--- src/rtl/uart_byte_rx.sv ---
// 8N1 UART receiver with 16x oversampling and 3-sample majority voting at mid-bit.
// Produces one-cycle received/recv_error pulses and holds the last good byte.
module uart_byte_rx #(
  parameter int CLK_FREQ   = 12000000,
  parameter int BAUD       = 9600,
  parameter int OVERSAMPLE = 16
) (
  input  logic       clk,
  input  logic       rst_n,
  input  logic       rx,
  output logic [7:0] rx_byte,
  output logic       received,
  output logic       is_receiving,
  output logic       recv_error
);

  localparam int DIV   = CLK_FREQ / (BAUD * OVERSAMPLE);
  localparam int DIV_W = $clog2(DIV);
  localparam logic [DIV_W-1:0] DIV_LAST = DIV_W'(DIV - 1);

  localparam logic [2:0] IDLE      = 3'd0;
  localparam logic [2:0] START     = 3'd1;
  localparam logic [2:0] DATA      = 3'd2;
  localparam logic [2:0] STOP      = 3'd3;
  localparam logic [2:0] WAIT_HIGH = 3'd4;

  logic             rx_s1_q, rx_s1_d;
  logic             rx_s2_q, rx_s2_d;
  logic             rx_prev_q, rx_prev_d;
  logic [1:0]       sync_fill_q, sync_fill_d;
  logic [2:0]       state_q, state_d;
  logic [DIV_W-1:0] div_q, div_d;
  logic [3:0]       s_q, s_d;
  logic [3:0]       b_q, b_d;
  logic [1:0]       samp_q, samp_d;
  logic [7:0]       shift_q, shift_d;
  logic [7:0]       rx_byte_q, rx_byte_d;
  logic             received_q, received_d;
  logic             recv_error_q, recv_error_d;

  logic running;
  logic tick;
  logic decide;
  logic bit_val;

  assign running = (state_q == START) || (state_q == DATA) || (state_q == STOP);
  assign tick    = running && (div_q == DIV_LAST);
  assign decide  = tick && (s_q == 4'd9);
  assign bit_val = (samp_q[0] & samp_q[1]) | (samp_q[0] & rx_s2_q) | (samp_q[1] & rx_s2_q);

  always_comb begin
    rx_s1_d      = rx;
    rx_s2_d      = rx_s1_q;
    sync_fill_d  = {sync_fill_q[0], 1'b1};
    // The synchronizer's reset value of 1 is not a real observation of the
    // line, so the edge detector only trusts rx_s2 once it carries sampled data.
    rx_prev_d    = sync_fill_q[1] ? rx_s2_q : 1'b0;
    state_d      = state_q;
    div_d        = div_q;
    s_d          = s_q;
    b_d          = b_q;
    samp_d       = samp_q;
    shift_d      = shift_q;
    rx_byte_d    = rx_byte_q;
    received_d   = 1'b0;
    recv_error_d = 1'b0;

    if (running) begin
      div_d = tick ? '0 : div_q + 1'b1;
      if (tick) begin
        s_d = s_q + 4'd1;
        if (s_q == 4'd15) b_d = b_q + 4'd1;
        if (s_q == 4'd7) samp_d[0] = rx_s2_q;
        if (s_q == 4'd8) samp_d[1] = rx_s2_q;
      end
    end

    case (state_q)
      IDLE: begin
        if (rx_prev_q && !rx_s2_q) begin
          state_d = START;
          div_d   = '0;
          s_d     = '0;
          b_d     = '0;
          samp_d  = '0;
        end
      end
      START: begin
        if (decide) state_d = bit_val ? IDLE : DATA;
      end
      DATA: begin
        if (decide) begin
          shift_d = {bit_val, shift_q[7:1]};
          if (b_q == 4'd8) state_d = STOP;
        end
      end
      STOP: begin
        // Leave at mid-stop-bit so a back-to-back start edge is not missed.
        if (decide) begin
          if (bit_val) begin
            rx_byte_d  = shift_q;
            received_d = 1'b1;
            state_d    = IDLE;
          end else begin
            recv_error_d = 1'b1;
            state_d      = WAIT_HIGH;
          end
        end
      end
      WAIT_HIGH: begin
        if (rx_s2_q) state_d = IDLE;
      end
      default: state_d = IDLE;
    endcase
  end

  always_ff @(posedge clk or negedge rst_n) begin
    if (!rst_n) begin
      rx_s1_q      <= 1'b1;
      rx_s2_q      <= 1'b1;
      rx_prev_q    <= 1'b0;
      sync_fill_q  <= 2'b00;
      state_q      <= IDLE;
      div_q        <= '0;
      s_q          <= '0;
      b_q          <= '0;
      samp_q       <= '0;
      shift_q      <= '0;
      rx_byte_q    <= '0;
      received_q   <= 1'b0;
      recv_error_q <= 1'b0;
    end else begin
      rx_s1_q      <= rx_s1_d;
      rx_s2_q      <= rx_s2_d;
      rx_prev_q    <= rx_prev_d;
      sync_fill_q  <= sync_fill_d;
      state_q      <= state_d;
      div_q        <= div_d;
      s_q          <= s_d;
      b_q          <= b_d;
      samp_q       <= samp_d;
      shift_q      <= shift_d;
      rx_byte_q    <= rx_byte_d;
      received_q   <= received_d;
      recv_error_q <= recv_error_d;
    end
  end

  assign rx_byte      = rx_byte_q;
  assign received     = received_q;
  assign recv_error   = recv_error_q;
  assign is_receiving = (state_q == START) || (state_q == DATA) ||
                        (state_q == STOP)  || (state_q == WAIT_HIGH);

endmodule

--- config.mk ---
export PLATFORM = sky130hd
export DESIGN_NAME = uart_byte_rx
export DESIGN_NICKNAME = d
export VERILOG_FILES = /design/src/rtl/uart_byte_rx.sv
export SDC_FILE = /design/constraint.sdc
export NUM_CORES = 1
export LEC_CHECK = 0
export CORE_MARGIN = 10
export CORE_UTILIZATION = 60
export CTS_CLUSTER_SIZE = 8
export DETAILED_ROUTE_END_ITERATION = 8
export GPL_ROUTABILITY_DRIVEN = 0
export GPL_TIMING_DRIVEN = 0
export PLACE_DENSITY = 0.91
export SLEW_MARGIN = 20
export SYNTH_ARGS = -nofsm -noshare
export SYNTH_HDL_FRONTEND = slang
export SYNTH_SLANG_ARGS = --single-unit
--- constraint.sdc ---
create_clock -name clk -period 3.15 [get_ports clk]
set_input_delay 0.63 -clock clk [delete_from_list [all_inputs] [get_ports clk]]
set_output_delay 0.63 -clock clk [all_outputs]
set_load 0.02 [all_outputs]
==> summary.md <==
| Metric | Value |
|---|---|
| Floorplan core area | `approximately 3300 sq um` |
| Initial antenna violation count | `0` |
| Leading cell type in the layout, fill and taps excluded | `sky130_fd_sc_hd__dfrtp_1` |
| Total power draw | `about 1.1 mW` |
| Critical Path Slowest Stage Cell | `sky130_fd_sc_hd__clkdlybuf4s50_1` |
| Num ports | `14` |
| Count of mapped cells out of synthesis | `170` |
| Clock tree from TritonCTS | `built` |
| R2R depth | `6` |
| Final net count | `roughly 200` |
| Iteration-0 DRC Markers | `96` |
| Highest ir drop seen on vdd | `approximately 0.33 mV` |
| Worst-path fanout max | `9` |
| Sort of element at the end of the critical path | `primary output` |
| Die outline height | `approximately 78 microns` |
| Die outline area | `around 6000 sq um` |
| Post-CTS Setup Inserts | `0` |
| Final setup violating endpoints | `0` |
| Total Wirelength | `3410 microns` |
| Proportion of power drawn by combinational gates | `between 10% and 20%` |
| Detail-routed net length per standard cell | `approximately 14 microns` |
| Commonest cells after routing, fill and taps aside | `sky130_fd_sc_hd__dfrtp_1 (41), sky130_fd_sc_hd__nor2_1 (15), sky130_fd_sc_hd__clkdlybuf4s50_1 (12)` |
| Power per cell area | `472 nW/um^2` |
| Number of synthesized register bits | `43` |
| Power dissipated by switching net loads | `between 300 and 400 uW` |
| Unrepaired setup endpoints after global routing | `false` |
| Starting density of the core | `just over 60%` |
| Async set-reset flop share out of synthesis | `100%` |
| Delay of the slowest critical-path stage | `roughly 620 ps` |
| N_diodes | `0` |
| Total number of vias | `between 1,000 and 1,500` |
| Worst reg2reg startpoint | `div_q[1]` |
| Required time reported for the critical path endpoint | `between 2000 and 3000 ps` |
| Worst path cell trace | `buf_2, nor2_1, xnor2_1, clkdlybuf4s50_1` |
| Switching share of total power | `28.6%` |
| Antenna-violating nets left | `0` |
| Filler cell count in the final layout | `around 250` |
| Final hold vios | `0` |
| CP top delay family | `buffers and inverters` |
| Min Tclk post-route | `about 2500 ps` |
| Warnings from Yosys | `0` |
| Unique masters post-synth | `43` |
| Buf+Inv Stages, Crit Path | `2` |
| First-pass GRT wire length | `6250 microns` |
| Clk sinks | `43` |
| Average instance area after synthesis | `between 10 and 15 sq um` |
| Sequential group share of total power | `roughly 60%` |
| Worst Hold Class | `input pin to async pin` |
| FF-to-FF End | `rx_byte[3]` |
| Number of detailed-routing iterations run before antenna repair | `4` |
| Clk slew on worst S/H paths | `120 ps` |
| Maximum number of pins on one net before global-route repair | `33` |
| Horizontal extent of the die | `78.3 microns` |
| Crit path setup slack, layout | `646 ps` |
| Global-route congestion overflow total | `0` |
| Netlist area before placement | `2040 sq um` |
| End-of-flow core utilization | `69.3%` |
| Post-Place Setup Slack | `roughly 990 ps` |
| Status | `finished, final reports clean` |
| Register cell area after layout | `~1100 sq um` |
| Clk buf depth | `2` |
| Startpoint types | `register` |
| Number of enable flip-flop cells after synthesis | `0` |
| Fraction of layout cells with a size suffix above 1 | `roughly a fifth` |
| Clock latency of the later-clocked register in the worst-skew pair | `350 ps` |
| Number of global-route vias before repair | `1,408` |
| Total of max-cap violations | `0` |
| Crit path DAT | `1870 ps` |
| Number of gates resized after CTS | `0` |
| Number of clock buffers inserted by TritonCTS | `5` |
| Final Cycle Share | `79.5%` |
| Placed wire-length estimate after detailed placement | `2580 microns` |
| Clock group share of total power | `a little under a quarter` |
| Achievable frequency | `around 400 MHz` |
| Pin slew with the least headroom to its limit | `between 600 and 700 ps` |
| Root buffer cell | `sky130_fd_sc_hd__clkbuf_4` |
| Worst-case headroom to the max-slew limit | `57.8%` |
| Ys flop type | `sky130_fd_sc_hd__dfrtp_1` |
| Relative area change from synthesis to final layout | `12.6%` |
| Syn nets | `between 150 and 200` |
| Area of combinational cells with multiple inputs | `roughly 900 sq um` |
| Internal power consumption | `approximately 770 uW` |
| Standby leakage power | `around 1.1 nW` |
| Critical Setup Path Class | `register to primary output` |
| Global routing usage summed across all routing layers | `12.4%` |
| Number of core rows | `21` |
| Final Skew | `around 7.4 ps` |
| H-Tree Depth | `2` |
| Sum of negative setup slack | `0 ps` |
| DRC Markers | `0` |
| Worst reg2reg setup slack | `~990 ps` |
| Sequential share of the synthesized area | `between 50 and 60%` |
| Port Buffer Count | `13` |
| Routed via count divided by cell count | `approximately 5.6` |
| Hold_buf cts | `0` |
| Instance count on the critical path | `4` |
| Number of pins with negative max-slew slack in the final report | `0` |
-- cell families after synthesis --
group           count (synthesis)  synth area share (%)
fa+ha+maj                       7                  4.30
mux                            20                  12.4
compound gates                 15                  4.85
buf+inv                        15                  3.44
xor+xnor                       11                  4.73
other cells                     1                 0.184
simple gates                   58                  17.1
flops                          43                  52.9
-- through the flow --
step / hold slack (ps) / instances / cell area, sq um
3_3_place_gp: 332 / 229 / 2220
6_report: 142 / 238 / 2290
4_1_cts: 135 / 238 / 2290
5_1_grt: 142 / 238 / 2290
3_5_place_dp: 335 / 230 / 2240
2_1_floorplan: 331 / 170 / 2040
-- cell usage after synthesis, types with 2 or more instances --
| cell type | n | area, sq um |
|---|---|---|
| sky130_fd_sc_hd__a21oi_1 | 3 | 15.0 |
| sky130_fd_sc_hd__clkbuf_1 | 3 | 11.3 |
| sky130_fd_sc_hd__nor2b_1 | 4 | 25.0 |
| sky130_fd_sc_hd__nand2b_1 | 3 | 18.8 |
| sky130_fd_sc_hd__nor4_1 | 4 | 25.0 |
| sky130_fd_sc_hd__nor2_1 | 15 | 56.3 |
| sky130_fd_sc_hd__nand4_1 | 4 | 25.0 |
| sky130_fd_sc_hd__buf_2 | 2 | 10.0 |
| sky130_fd_sc_hd__nand2_1 | 7 | 26.3 |
| sky130_fd_sc_hd__mux2_4 | 8 | 120 |
| sky130_fd_sc_hd__o21ai_0 | 5 | 25.0 |
| sky130_fd_sc_hd__nand3_1 | 6 | 30.0 |
| sky130_fd_sc_hd__or3_1 | 2 | 12.5 |
| sky130_fd_sc_hd__and2_1 | 2 | 12.5 |
| sky130_fd_sc_hd__mux2i_1 | 2 | 20.0 |
| sky130_fd_sc_hd__xnor2_1 | 5 | 43.8 |
| sky130_fd_sc_hd__mux2_2 | 10 | 113 |
| sky130_fd_sc_hd__dfstp_2 | 2 | 52.6 |
| sky130_fd_sc_hd__inv_1 | 8 | 30.0 |
| sky130_fd_sc_hd__xor2_1 | 6 | 52.6 |
| sky130_fd_sc_hd__dfrtp_1 | 41 | 1030 |
| sky130_fd_sc_hd__ha_1 | 7 | 87.6 |
-- cell type report --
type                       count  area share [%]
buffer                         7            1.75
inverter                       8            1.31
sequential                    43            47.0
tap                           46            2.51
multi-input combinational    112            38.7
clock inverter                 2           0.546
timing repair buffer          14            6.33
clock buffer                   6            1.80
-- per-layer routing --
| metal | part of all wire [%] | track usage (%) | vias up |
|---|---|---|---|
| met2 | 51 | 20.1 | 25 |
| met4 | 1.7 | 6.09 | 0 |
| met3 | 4.8 | 4.78 | 6 |
| met5 | 0 | 0 | - |
| met1 | 43 | 14.0 | 669 |
| li1 | - | - | 628 |
-- sequential cells by signal, indices dropped and copies added (netlist names) --
register	flops
samp_q	2
s_q	4
rx_byte	8
rx_s2_q	1
div_q	7
state_q	3
b_q	4
rx_prev_q	1
rx_s1_q	1
received	1
shift_q	8
sync_fill_q	2
recv_error	1
-- power groups by stage --
| stage | logic [mW] | registers [mW] | clock network, mW |
|---|---|---|---|
| after CTS | 0.177 | 0.651 | 0.262 |
| after global placement | 0.165 | 0.658 | 0 |
| after detailed placement | 0.175 | 0.661 | 0 |
| after global routing | 0.201 | 0.660 | 0.286 |
| after floorplan | 0.136 | 0.650 | 0 |
| final | 0.176 | 0.652 | 0.255 |
-- worst max-delay path by stage --
stage / from / slack, ps / end
2_1_floorplan: div_q[1] / 1170 / shift_q[0]
3_3_place_gp: rst_n / 480 / sync_fill_q[0]
3_5_place_dp: div_q[1] / 990 / rx_byte[3]
4_1_cts: state_q[1] / 620 / is_receiving
5_1_grt: state_q[1] / 530 / is_receiving
6_report: state_q[1] / 650 / is_receiving
Power figures use the tool's default switching activity.
